<file path="src/rtl/fft_frame_ctrl.sv">
// rtl/fft_frame_ctrl.sv - frame sequencer: ADC collect, FFT wait, SPI dump, repeat
module fft_frame_ctrl #(
  parameter int N_POINTS    = 16,
  parameter int ADDR_W      = 4,
  parameter int DATA_W      = 16,
  parameter int FFT_TIMEOUT = 4096
) (
  input  logic              clk,
  input  logic              rst,
  input  logic              enable,
  input  logic              single_shot,
  input  logic              clear_err,
  input  logic              sample_valid,
  input  logic [DATA_W-1:0] sample_in,
  output logic              insert_data,
  output logic [DATA_W-1:0] data_out,
  output logic [ADDR_W-1:0] addr,
  input  logic              fft_finish,
  output logic              start_spi,
  input  logic              spi_busy,
  output logic              busy,
  output logic [15:0]       frame_count,
  output logic              overrun,
  output logic              timeout_err
);

  localparam int TO_W = $clog2(FFT_TIMEOUT + 1);

  typedef enum logic [2:0] {
    S_IDLE,
    S_COLLECT,
    S_WAIT_FFT,
    S_START_SPI,
    S_WAIT_SPI
  } state_t;

  state_t            state;
  state_t            state_nx;
  logic [ADDR_W-1:0] idx;
  logic              cont_mode;
  logic [TO_W-1:0]   to_cnt;
  logic [1:0]        guard;

  logic wr_fire;
  logic frame_done;
  logic to_hit;
  logic drop_sample;

  always_comb begin
    state_nx    = state;
    wr_fire     = 1'b0;
    frame_done  = 1'b0;
    to_hit      = 1'b0;
    drop_sample = 1'b0;
    case (state)
      S_IDLE: begin
        if (enable || single_shot) state_nx = S_COLLECT;
      end
      S_COLLECT: begin
        if (sample_valid) begin
          wr_fire = 1'b1;
          if (idx == ADDR_W'(N_POINTS - 1)) state_nx = S_WAIT_FFT;
        end
      end
      S_WAIT_FFT: begin
        drop_sample = sample_valid;
        if (fft_finish) begin
          state_nx = S_START_SPI;
        end else if (to_cnt == TO_W'(FFT_TIMEOUT - 1)) begin
          to_hit   = 1'b1;
          state_nx = S_IDLE;
        end
      end
      S_START_SPI: begin
        drop_sample = sample_valid;
        state_nx    = S_WAIT_SPI;
      end
      S_WAIT_SPI: begin
        drop_sample = sample_valid;
        // spi_busy is only trusted once the guard has given the SPI block time to raise it
        if (guard == 2'd2 && !spi_busy) begin
          frame_done = 1'b1;
          state_nx   = (cont_mode && enable) ? S_COLLECT : S_IDLE;
        end
      end
      default: state_nx = S_IDLE;
    endcase
  end

  always_ff @(posedge clk or posedge rst) begin
    if (rst) begin
      state       <= S_IDLE;
      idx         <= '0;
      cont_mode   <= 1'b0;
      to_cnt      <= '0;
      guard       <= '0;
      insert_data <= 1'b0;
      data_out    <= '0;
      addr        <= '0;
      start_spi   <= 1'b0;
      busy        <= 1'b0;
      frame_count <= '0;
      overrun     <= 1'b0;
      timeout_err <= 1'b0;
    end else begin
      state       <= state_nx;
      busy        <= (state_nx != S_IDLE);
      insert_data <= wr_fire;
      start_spi   <= (state_nx == S_START_SPI);

      if (state == S_IDLE && state_nx == S_COLLECT) begin
        cont_mode <= enable;
        idx       <= '0;
      end

      if (wr_fire) begin
        data_out <= sample_in;
        addr     <= idx;
        idx      <= idx + 1'b1;
      end

      to_cnt <= (state == S_WAIT_FFT) ? to_cnt + 1'b1 : '0;

      if (state != S_WAIT_SPI) guard <= '0;
      else if (guard != 2'd2)  guard <= guard + 1'b1;

      if (frame_done) frame_count <= frame_count + 1'b1;

      if (drop_sample)    overrun <= 1'b1;
      else if (clear_err) overrun <= 1'b0;

      if (to_hit)         timeout_err <= 1'b1;
      else if (clear_err) timeout_err <= 1'b0;
    end
  end

endmodule

</file>
<file path="config.mk">
export PLATFORM = sky130hd
export DESIGN_NAME = fft_frame_ctrl
export DESIGN_NICKNAME = d
export VERILOG_FILES = /design/src/rtl/fft_frame_ctrl.sv
export SDC_FILE = /design/constraint.sdc
export NUM_CORES = 1
export LEC_CHECK = 0
export CAP_MARGIN = 5
export CORE_MARGIN = 5
export CORE_UTILIZATION = 45
export DETAILED_ROUTE_END_ITERATION = 16
export PLACE_DENSITY = 0.76
export REMOVE_ABC_BUFFERS = 1
export SYNTH_ARGS = -nofsm -noshare
export SYNTH_HDL_FRONTEND = slang
export SYNTH_SLANG_ARGS = --single-unit
</file>
<file path="constraint.sdc">
create_clock -name clk -period 1.91 [get_ports clk]
set_input_delay 0.382 -clock clk [delete_from_list [all_inputs] [get_ports clk]]
set_output_delay 0.382 -clock clk [all_outputs]
set_load 0.1 [all_outputs]
</file>
==> flow_metrics.py <==
metrics = {
    "grt": {
        "overflow": 0,
        "grtUsageTotal_pct": 17.1,
        "grt_pass1_vias": 2073,
        "grt_max_degree": 25,
        "antenna_found_initial": 0,
        "grt_pass1_wl_um": 10000,
    },
    "yosys": {
        "synth_cell_types": 31,
        "synth-edff-count": 0,
        "yosys.area_share.simple_pct": 15.5,
        "synthTopCellsByCount": "dfrtp_1 (64), nor2_1 (19), mux2_2 (18)",
        "avgSynthCellArea_um2": 12.3,
        "yosys.area_share.xor_xnor_pct": 8.58,
        "syn_area_um2": 2760,
        "ys.warnings.count": 0,
        "synth_ff_type": "dfrtp_1",
        "ys_async_sr_fraction_pct": 100,
        "synth_top_area_cell": "dfrtp_1",
        "synthAdderAreaFrac_pct": 1.82,
        "synth_compound_area_share_pct": 4.18,
        "synth-seq-cells": 64,
        "seq_area_frac_synth_pct": 58.1,
        "yosysMostFrequentCell": "dfrtp_1",
        "synthMuxAreaShare_pct": 8.99,
        "synth_top_area_share_pct": 58.1,
        "synthCells": 225,
        "synth_area_leaders": "dfrtp_1 (58%), mux2_2 (7.4%), xnor2_1 (4.8%)",
        "synth_top_family_by_area": "simple AND/OR/NAND/NOR gates",
    },
    "min_path": {
        "hp-class": "input pin to async pin",
    },
    "clock_tree": {
        "clock_path_buffers": 2,
        "clock_latency_ns": 0.34,
        "cts.clk_slew.worst_paths_ns": 0.07,
        "cts_tree": "yes",
        "numCtsBuffers": 9,
        "cts_root_buffer": "clkbuf_8",
        "clock_sinks": 64,
        "htreeDepth": 3,
    },
    "setup_path": {
        "r2r-end": "frame_count[1]$_DFFE_PP0P_",
        "crit_path_end_kind": "flop",
        "critPathLaunchType": "flop",
        "reg2reg_depth": 4,
        "setup.worst_path.class": "flop to flop",
        "worstPathRequired_ns": 2.13,
        "path_max_fanout": 5,
        "r2r_start": "state[0]$_DFF_PP0_",
        "slowest_stage": "or3b_1",
        "cpPeakStageDelay_ns": 0.51,
        "path_cells": "or3b_1, buf_4, nor2_1, mux2_2",
        "critPathArrivalTime_ns": 2.01,
        "rrSetupSlack_ns": 0.13,
    },
    "placement": {
        "port_buffers": 64,
        "place.gp.congestion": 0.800,
        "dp_hpwl_um": 4410,
        "dpl_cell_area_um2": 3680,
    },
    "layout": {
        "n_antenna_cell": 0,
        "syn_to_final_growth_pct": 39.4,
        "fillers": 470,
        "final_area_um2": 3840,
        "num-nets-final": 332,
        "drive_gt1_share_pct": 29.4,
    },
    "drt": {
        "avgViaCountPerCell": 5.18,
        "route.vias.total": 1975,
        "routed_wl_um": 5970,
        "drc": 0,
        "final_antenna_net_count": 0,
        "wl_per_cell_um": 15.7,
        "drt_iter0_drc": 91,
        "dr.pass1.iters": 4,
    },
    "pwr": {
        "p_int_mw": 2.69,
        "power_density_nw_per_um2": 1290,
        "sw_frac_of_total_pct": 46.0,
        "seq_power_share_pct": 34.8,
        "p_leak_nw": 1.77,
        "max-vdd-ir-drop_v": 0.00140,
        "combPwrFrac_pct": 45.2,
        "clockPowerShare_pct": 20.0,
        "switchingPower_mw": 2.28,
    },
    "sta": {
        "fin_tns_setup_ns": 0,
        "slew-limit-headroom_pct": 70.5,
        "max_freq_mhz": 560,
        "finalHoldViolCount": 0,
        "finalCritPeriodShare_pct": 93.4,
        "worst_pin_slew_ns": 0.442,
        "period_needed_ns": 1.78,
        "rsz0062_at_grt": "false",
        "finalSetupViolations": 0,
        "final-max-slew-violation-count": 0,
        "skew_ns": 0.0102,
    },
    "floorplan": {
        "io_pins": 65,
        "die_area_um2": 7790,
        "coreArea_um2": 5960,
        "die_x_um": 88.3,
        "rows": 28,
        "initial_core_util_pct": 46.3,
        "die_h_um": 88.3,
    },
    "run_status": {
        "status": "finished, final reports clean",
    },
    "job": {
        "maxCapViolCount": 0,
    },
}
==> how the worst max path moves through the flow <==
| stage | startpoint | to | slack, ns |
|---|---|---|---|
| final | state[0]$_DFF_PP0_ | frame_count[1]$_DFFE_PP0P_ | 0.13 |
| after global routing | guard[0]$_DFFE_PP0P_ | busy$_DFF_PP0_ | 0.04 |
| after CTS | guard[0]$_DFFE_PP0P_ | busy$_DFF_PP0_ | 0.07 |
| after detailed placement | sample_valid | data_out[3]$_DFFE_PP0P_ | -0.1 |
| after global placement | sample_valid | data_out[5]$_DFFE_PP0P_ | -0.03 |
| after floorplan | state[1]$_DFF_PP0_ | addr[0]$_DFFE_PP0P_ | -1.60 |
==> state kept, by name (all words and copies together), names as in the netlist <==
register and count:
guard 2, insert_data 1, data_out 16, timeout_err 1, cont_mode 1, frame_count 16, state 3, idx 4
addr 4, busy 1, start_spi 1, overrun 1, to_cnt 13
==> power by group through the flow <==
stage          Sequential, mW  Clock (mW)  Combinational (mW)
2_1_floorplan            3.04           0               0.396
3_3_place_gp             1.74           0                2.21
3_5_place_dp             1.75           0                2.26
4_1_cts                  1.73        1.02                2.26
5_1_grt                  1.76        1.08                2.33
6_report                 1.73       0.992                2.25
==> worst max-delay path, delay by kind of cell, from the launching register on <==
family                 cells  cell delay, ns
AND/OR/NAND/NOR            2            0.73
flip-flops                 1            0.37
buffers and inverters      1            0.21
multiplexers               1            0.36
==> cell type report <==
type	count	area (um^2)	area share, %
repair buffers	78	868	22.6
inverters	6	22.5	0.586
multi-input cells	145	1100	28.5
well taps	75	93.8	2.44
flip-flops and latches	64	1600	41.7
clock inverters	1	5.00	0.130
clock buffers	12	155	4.04
==> kinds of logic (layout without fill, tap and decap cells) <==
family	count (synthesis)	count (layout)
simple gates	76	76
flops	64	64
xor+xnor	27	27
mux	22	22
compound gates	16	16
buf+inv	16	97
fa+ha+maj	4	4
==> cell usage in the layout (no fill, tap or decap), types with 9 or more instances in the layout <==
cell type	Yosys	final
mux2_2	18	18
nand3_1	13	13
xnor2_1	15	15
clkdlybuf4s50_1	0	23
nand2_1	11	11
nand4_1	9	9
xor2_1	12	12
dfrtp_1	64	64
buf_12	0	18
buf_4	0	37
nor2_1	19	19
clkbuf_8	0	11
==> repair_timing <==
| action | CTS | global route |
|---|---|---|
| endpoints found under the setup margin | 0 | 1 |
| buffers inserted | 0 | 0 |
| resized for setup | 0 | 1 |
| hold buffers | 0 | 0 |
==> per-stage QoR <==
step | total power [mW] | utilization [%] | instances | worst slack [ns] | hold WS, ns
final | 4.97 | 64.5 | 381 | 0.125 | 0.378
after global routing | 5.16 | 64.5 | 381 | 0.0445 | 0.413
after CTS | 5.01 | 64.4 | 381 | 0.0734 | 0.387
after detailed placement | 4.01 | 61.7 | 368 | -0.0976 | 0.480
after global placement | 3.95 | 61.7 | 368 | -0.0299 | 0.465
after floorplan | 3.44 | - | 215 | -1.60 | 0.448
==> per-layer routing <==
layer	wire length, um	GRT usage [%]	vias to the layer above
met4	99	6.46	0
met3	288	5.21	9
met5	0	0	-
li1	-	-	942
met2	3040	28.9	58
met1	2540	20.6	966
Power figures use the tool's default switching activity.
